--- src/rtl/alu_pkg.sv ---
// Shared definitions for the FakeCPU integer ALU: default width and operation codes.
package alu_pkg;

  localparam int DEFAULT_WIDTH = 32;

  localparam logic [3:0] ALU_ADDU = 4'b0000;
  localparam logic [3:0] ALU_ADD  = 4'b0001;
  localparam logic [3:0] ALU_AND  = 4'b0100;
  localparam logic [3:0] ALU_OR   = 4'b0101;
  localparam logic [3:0] ALU_XOR  = 4'b0110;
  localparam logic [3:0] ALU_NOR  = 4'b0111;
  localparam logic [3:0] ALU_SUBU = 4'b1000;
  localparam logic [3:0] ALU_SUB  = 4'b1001;
  localparam logic [3:0] ALU_SLTU = 4'b1010;
  localparam logic [3:0] ALU_SLT  = 4'b1011;
  localparam logic [3:0] ALU_SLL  = 4'b1100;
  localparam logic [3:0] ALU_SRL  = 4'b1101;
  localparam logic [3:0] ALU_SRA  = 4'b1110;

endpackage

--- src/rtl/alu_if.sv ---
// Operand/result bundle between the instruction decoder (master) and the ALU (slave).
interface alu_if
  import alu_pkg::*;
#(
  parameter int WIDTH = DEFAULT_WIDTH
) ();

  logic [WIDTH-1:0] rs;
  logic [WIDTH-1:0] rt;
  logic [3:0]       ctrl;
  logic [WIDTH-1:0] rd;
  logic             overflow;

  modport master (output rs, output rt, output ctrl, input rd, input overflow);
  modport slave  (input rs, input rt, input ctrl, output rd, output overflow);

endinterface

--- src/rtl/alu_comb.sv ---
// Purely combinational ALU function: result and signed-overflow flag from ctrl/rs/rt.
module alu_comb
  import alu_pkg::*;
#(
  parameter int WIDTH = DEFAULT_WIDTH
) (
  input  logic [WIDTH-1:0] rs,
  input  logic [WIDTH-1:0] rt,
  input  logic [3:0]       ctrl,
  output logic [WIDTH-1:0] rd,
  output logic             overflow
);

  localparam int SHW = $clog2(WIDTH);

  logic [WIDTH-1:0] sum;
  logic [WIDTH-1:0] diff;
  logic [SHW-1:0]   shamt;
  logic             add_ov;
  logic             sub_ov;

  assign sum   = rs + rt;
  assign diff  = rs - rt;
  // Only the low bits of rt select the shift; the upper bits are don't-care.
  assign shamt = rt[SHW-1:0];

  assign add_ov = (rs[WIDTH-1] == rt[WIDTH-1]) && (sum[WIDTH-1]  != rs[WIDTH-1]);
  assign sub_ov = (rs[WIDTH-1] != rt[WIDTH-1]) && (diff[WIDTH-1] != rs[WIDTH-1]);

  always_comb begin
    rd       = '0;
    overflow = 1'b0;
    case (ctrl)
      ALU_ADDU: rd = sum;
      ALU_ADD: begin
        rd       = sum;
        overflow = add_ov;
      end
      ALU_SUBU: rd = diff;
      ALU_SUB: begin
        rd       = diff;
        overflow = sub_ov;
      end
      ALU_AND:  rd = rs & rt;
      ALU_OR:   rd = rs | rt;
      ALU_XOR:  rd = rs ^ rt;
      ALU_NOR:  rd = ~(rs | rt);
      ALU_SLTU: rd = {{(WIDTH-1){1'b0}}, (rs < rt)};
      ALU_SLT:  rd = {{(WIDTH-1){1'b0}}, ($signed(rs) < $signed(rt))};
      ALU_SLL:  rd = rs << shamt;
      ALU_SRL:  rd = rs >> shamt;
      ALU_SRA:  rd = $unsigned($signed(rs) >>> shamt);
      default: begin
        rd       = '0;
        overflow = 1'b0;
      end
    endcase
  end

endmodule

--- src/rtl/alu.sv ---
// Registered ALU: one cycle from operands to rd/overflow, matching the decoder's calculate cycle.
module alu
  import alu_pkg::*;
#(
  parameter int WIDTH = DEFAULT_WIDTH
) (
  input  logic    clk,
  input  logic    rst_n,
  alu_if.slave    bus
);

  logic [WIDTH-1:0] rd_next;
  logic             overflow_next;
  logic [WIDTH-1:0] rd_reg;
  logic             overflow_reg;

  alu_comb #(
    .WIDTH (WIDTH)
  ) u_comb (
    .rs       (bus.rs),
    .rt       (bus.rt),
    .ctrl     (bus.ctrl),
    .rd       (rd_next),
    .overflow (overflow_next)
  );

  always_ff @(posedge clk) begin
    if (!rst_n) begin
      rd_reg       <= '0;
      overflow_reg <= 1'b0;
    end else begin
      rd_reg       <= rd_next;
      overflow_reg <= overflow_next;
    end
  end

  assign bus.rd       = rd_reg;
  assign bus.overflow = overflow_reg;

endmodule

--- src/flat_wrapper.sv ---
// flat-port wrapper written by rule: the top's interface ports become plain ports
module alu_flat import alu_pkg::*;
#(
  parameter int WIDTH = DEFAULT_WIDTH
)
  (clk, rst_n, bus_rs, bus_rt, bus_ctrl, bus_rd, bus_overflow);
  alu_if #(.WIDTH(WIDTH)) bus_i ();
  input  logic clk;
  input  logic rst_n;
  input wire logic [$bits(bus_i.rs)-1:0] bus_rs;
  input wire logic [$bits(bus_i.rt)-1:0] bus_rt;
  input wire logic [$bits(bus_i.ctrl)-1:0] bus_ctrl;
  output wire logic [$bits(bus_i.rd)-1:0] bus_rd;
  output wire logic [$bits(bus_i.overflow)-1:0] bus_overflow;
  assign bus_i.rs = bus_rs;
  assign bus_i.rt = bus_rt;
  assign bus_i.ctrl = bus_ctrl;
  assign bus_rd = bus_i.rd;
  assign bus_overflow = bus_i.overflow;
  alu #(.WIDTH(WIDTH)) u_core (.clk(clk), .rst_n(rst_n), .bus(bus_i));
endmodule
--- config.mk ---
export PLATFORM = sky130hd
export DESIGN_NAME = alu_flat
export DESIGN_NICKNAME = d
export VERILOG_FILES = /design/src/rtl/alu_pkg.sv /design/src/rtl/alu_if.sv /design/src/rtl/alu_comb.sv /design/src/rtl/alu.sv /design/src/flat_wrapper.sv
export SDC_FILE = /design/constraint.sdc
export NUM_CORES = 1
export LEC_CHECK = 0
export BUFFER_PORTS_ARGS = -buffer_cell sky130_fd_sc_hd__buf_2
export CAP_MARGIN = 20
export CORE_MARGIN = 2
export CORE_UTILIZATION = 40
export CTS_BUF_LIST = sky130_fd_sc_hd__clkbuf_4 sky130_fd_sc_hd__clkbuf_8 sky130_fd_sc_hd__clkbuf_16
export CTS_CLUSTER_SIZE = 14
export DETAILED_ROUTE_END_ITERATION = 10
export SETUP_SLACK_MARGIN = 0.5
export SLEW_MARGIN = 40
export SYNTH_ARGS = -nofsm -noshare
export SYNTH_HDL_FRONTEND = slang
export SYNTH_SLANG_ARGS = --single-unit
--- constraint.sdc ---
create_clock -name clk -period 4 [get_ports clk]
set_input_delay 0.2 -clock clk [delete_from_list [all_inputs] [get_ports clk]]
set_output_delay 0.2 -clock clk [all_outputs]
set_load 0.1 [all_outputs]
==> flow_metrics.py <==
metrics = {
    "clocking": {
        "cts_tree": "yes",
        "clock-sinks": 33,
        "path_clk_slew_ns": 0.07,
        "cts_made_buffers": 5,
        "h-tree-depth": 2,
        "clockBufferDepth": 2,
        "post_cts_resized": 0,
        "postCtsHoldBufs": 0,
        "postCtsSetupRepairBufs": 0,
        "cts_root_buf": "clkbuf_16",
    },
    "detailed_routing": {
        "wl_um": 43600,
        "dr_total_vias": 11583,
        "post_drt_wl_per_cell_um": 24.0,
        "dr.pass1.iters": 6,
        "drt-initial-drc-count": 1563,
        "drc": 0,
        "routed_via_density": 6.38,
        "ant_nets": 0,
    },
    "sta": {
        "finalCritPeriodShare": 0.806,
        "tightest_slew_ns": 0.753,
        "fmax_mhz": 310,
        "finalHoldViolCount": 0,
        "fin_crit_ns": 3.22,
        "slew_headroom": 0.495,
        "setup_violations": 0,
        "rsz0062_at_grt": "no",
        "final_max_slew_viol_count": 0,
        "tns_ns": 0,
    },
    "worst_setup_path": {
        "startpoint_type": "primary input",
        "cp.required_ns": 4.16,
        "endpoint": "u_core.bus.rd[29]",
        "critPathKind": "in2reg",
        "end_kind": "flop",
        "cp-startpoint": "bus_rs[22]",
        "path_max_fanout": 10,
        "crit_arrival_ns": 3.39,
    },
    "final_layout": {
        "final_util": 0.443,
        "final_cell_mix": "o21ai_0, nor2_1, nand2_1, a21oi_1, inv_1",
        "mostFrequentLayoutCell": "o21ai_0",
        "largest_register_ff_count": 32,
        "area_growth_pct": 9.94,
        "fillers": 2674,
        "drive_gt1_frac": 0.143,
        "finish.net_count": 1661,
        "num_antenna_cells": 0,
    },
    "die": {
        "start_util": 0.403,
        "io_pins": 103,
        "rows": 57,
        "chipWidth_um": 160,
        "die_area_um2": 25600,
        "die_h_um": 160,
        "core_um2": 24100,
    },
    "logic_synthesis": {
        "yosysUniqueCellTypes": 79,
        "synth_async_sr_flop_share": 0,
        "syn_area_um2": 9720,
        "ys_ff_latch": 33,
        "seq_area_frac_synth": 0.0680,
        "synth-main-ff-cell": "dfxtp_1",
        "postSynthCellCount": 1448,
        "synth_edf_count": 0,
        "synth_nets": 1619,
        "avgSynthCellArea_um2": 6.71,
        "yosysWarnings": 0,
    },
    "pwr": {
        "cell_internal_pwr_mw": 1.08,
        "swShare": 0.548,
        "pwr-share-seq": 0.154,
        "ir_drop_uv": 154,
        "leakagePower_nw": 4.62,
        "combPwrFrac": 0.675,
        "switchingPower_mw": 1.31,
        "power_density_nw_per_um2": 223,
        "clkPwrFrac": 0.171,
    },
    "grt": {
        "grt_max_degree": 83,
        "antenna_found_initial": 0,
        "grt_use_total": 0.330,
        "grt_pass1_wl_um": 65400,
        "grt-ovfl-total": 0,
        "first_global_vias": 10657,
    },
    "hold_path": {
        "worstHoldPathType": "in2reg",
    },
    "flow_run": {
        "maxCapViolCount": 0,
    },
    "placed_design": {
        "place.gp.congestion": 1.02,
        "port_buffers": 102,
        "place.detailed.hpwl_um": 34600,
    },
    "run_status": {
        "status": "finished clean",
    },
}
-- per-layer routing --
| metal | track usage | vias up | share of wire |
|---|---|---|---|
| met5 | 0 | - | 0 |
| li1 | - | 5376 | - |
| met2 | 0.510 | 688 | 0.43 |
| met1 | 0.434 | 5383 | 0.41 |
| met4 | 0.194 | 0 | 0.072 |
| met3 | 0.0548 | 136 | 0.087 |
-- area by class of cell --
cell class	count	area, µm²	area share
multi-input combinational	1197	8210	0.768
timing repair buffer	143	858	0.0803
sequential	33	661	0.0618
inverter	110	413	0.0386
tap	324	405	0.0379
clock buffer	5	125	0.0117
clock inverter	3	17.5	0.00164
-- kinds of logic after synthesis --
logic type	synth area share
compound gates	0.352
xor+xnor	0.0153
fa+ha+maj	0.132
buf+inv	0.0878
flops	0.0680
mux	0.153
simple gates	0.193
-- Yosys cell counts, drive strengths merged (4+ instances only) --
library cell	n	area [µm²]
or2	4	25.0
nor2	158	593
and2	5	31.3
mux2	21	236
inv	107	402
nor4	5	37.5
o41ai	4	35.0
clkbuf	69	259
nand2	139	522
o2111ai	5	50.0
o21a	7	52.6
o31a	5	43.8
o311ai	5	43.8
a21o	13	97.6
nor3	28	145
o211ai	26	195
dfxtp	33	661
o21bai	12	90.1
a31oi	30	203
o22ai	9	56.3
a211o	10	87.6
o31ai	14	105
a211oi	31	238
and3	8	50.1
a22oi	16	120
mux2i	57	571
a41oi	4	35.0
nand3	32	160
a221oi	8	70.1
o21ai	177	886
buf	39	181
nor2b	9	56.3
nand4	7	43.8
nand2b	8	50.1
ha	99	1240
a21oi	139	707
or3	10	67.6
mux4	30	676
xnor2	17	149
and4	4	35.0
-- critical path, stage by stage --
cell,delay [ns]
buf_2,0.23
inv_1,0.14
ha_1,0.56
inv_2,0.13
a21oi_1,0.29
nand2_1,0.10
o21ai_1,0.20
o221ai_1,0.22
a221oi_1,0.68
a211oi_1,0.17
o41ai_1,0.34
o31ai_1,0.12
-- worst min-delay path by stage --
stage,to,slack [ns],depth (start not counted),start
6_report,u_core.bus.overflow,0.33,2,bus_rs[31]
5_1_grt,u_core.bus.overflow,0.33,2,bus_rs[31]
4_1_cts,u_core.bus.overflow,0.32,2,bus_rs[31]
3_5_place_dp,u_core.bus.overflow,0.63,2,bus_rs[31]
3_3_place_gp,u_core.bus.overflow,0.63,2,bus_rs[31]
2_1_floorplan,u_core.bus.rd[19],0.47,3,rst_n
-- through the flow --
step	setup slack [ns]	cell area, µm²	power, mW	hold slack [ns]	instances
after detailed placement	0.539	10500	1.94	0.633	1807
after CTS	0.830	10700	2.34	0.324	1815
after global placement	0.597	10500	1.94	0.626	1807
after floorplan	0.606	9720	1.47	0.469	1448
after global routing	0.669	10700	2.51	0.334	1815
final	0.775	10700	2.38	0.329	1815
-- power groups by stage --
stage	clock, mW	combinational, mW	sequential [mW]
2_1_floorplan	0	0.885	0.585
3_3_place_gp	0	1.56	0.375
3_5_place_dp	0	1.56	0.375
4_1_cts	0.407	1.57	0.367
5_1_grt	0.422	1.71	0.369
6_report	0.407	1.61	0.367
No activity file was read; power rests on OpenSTA's default activity.
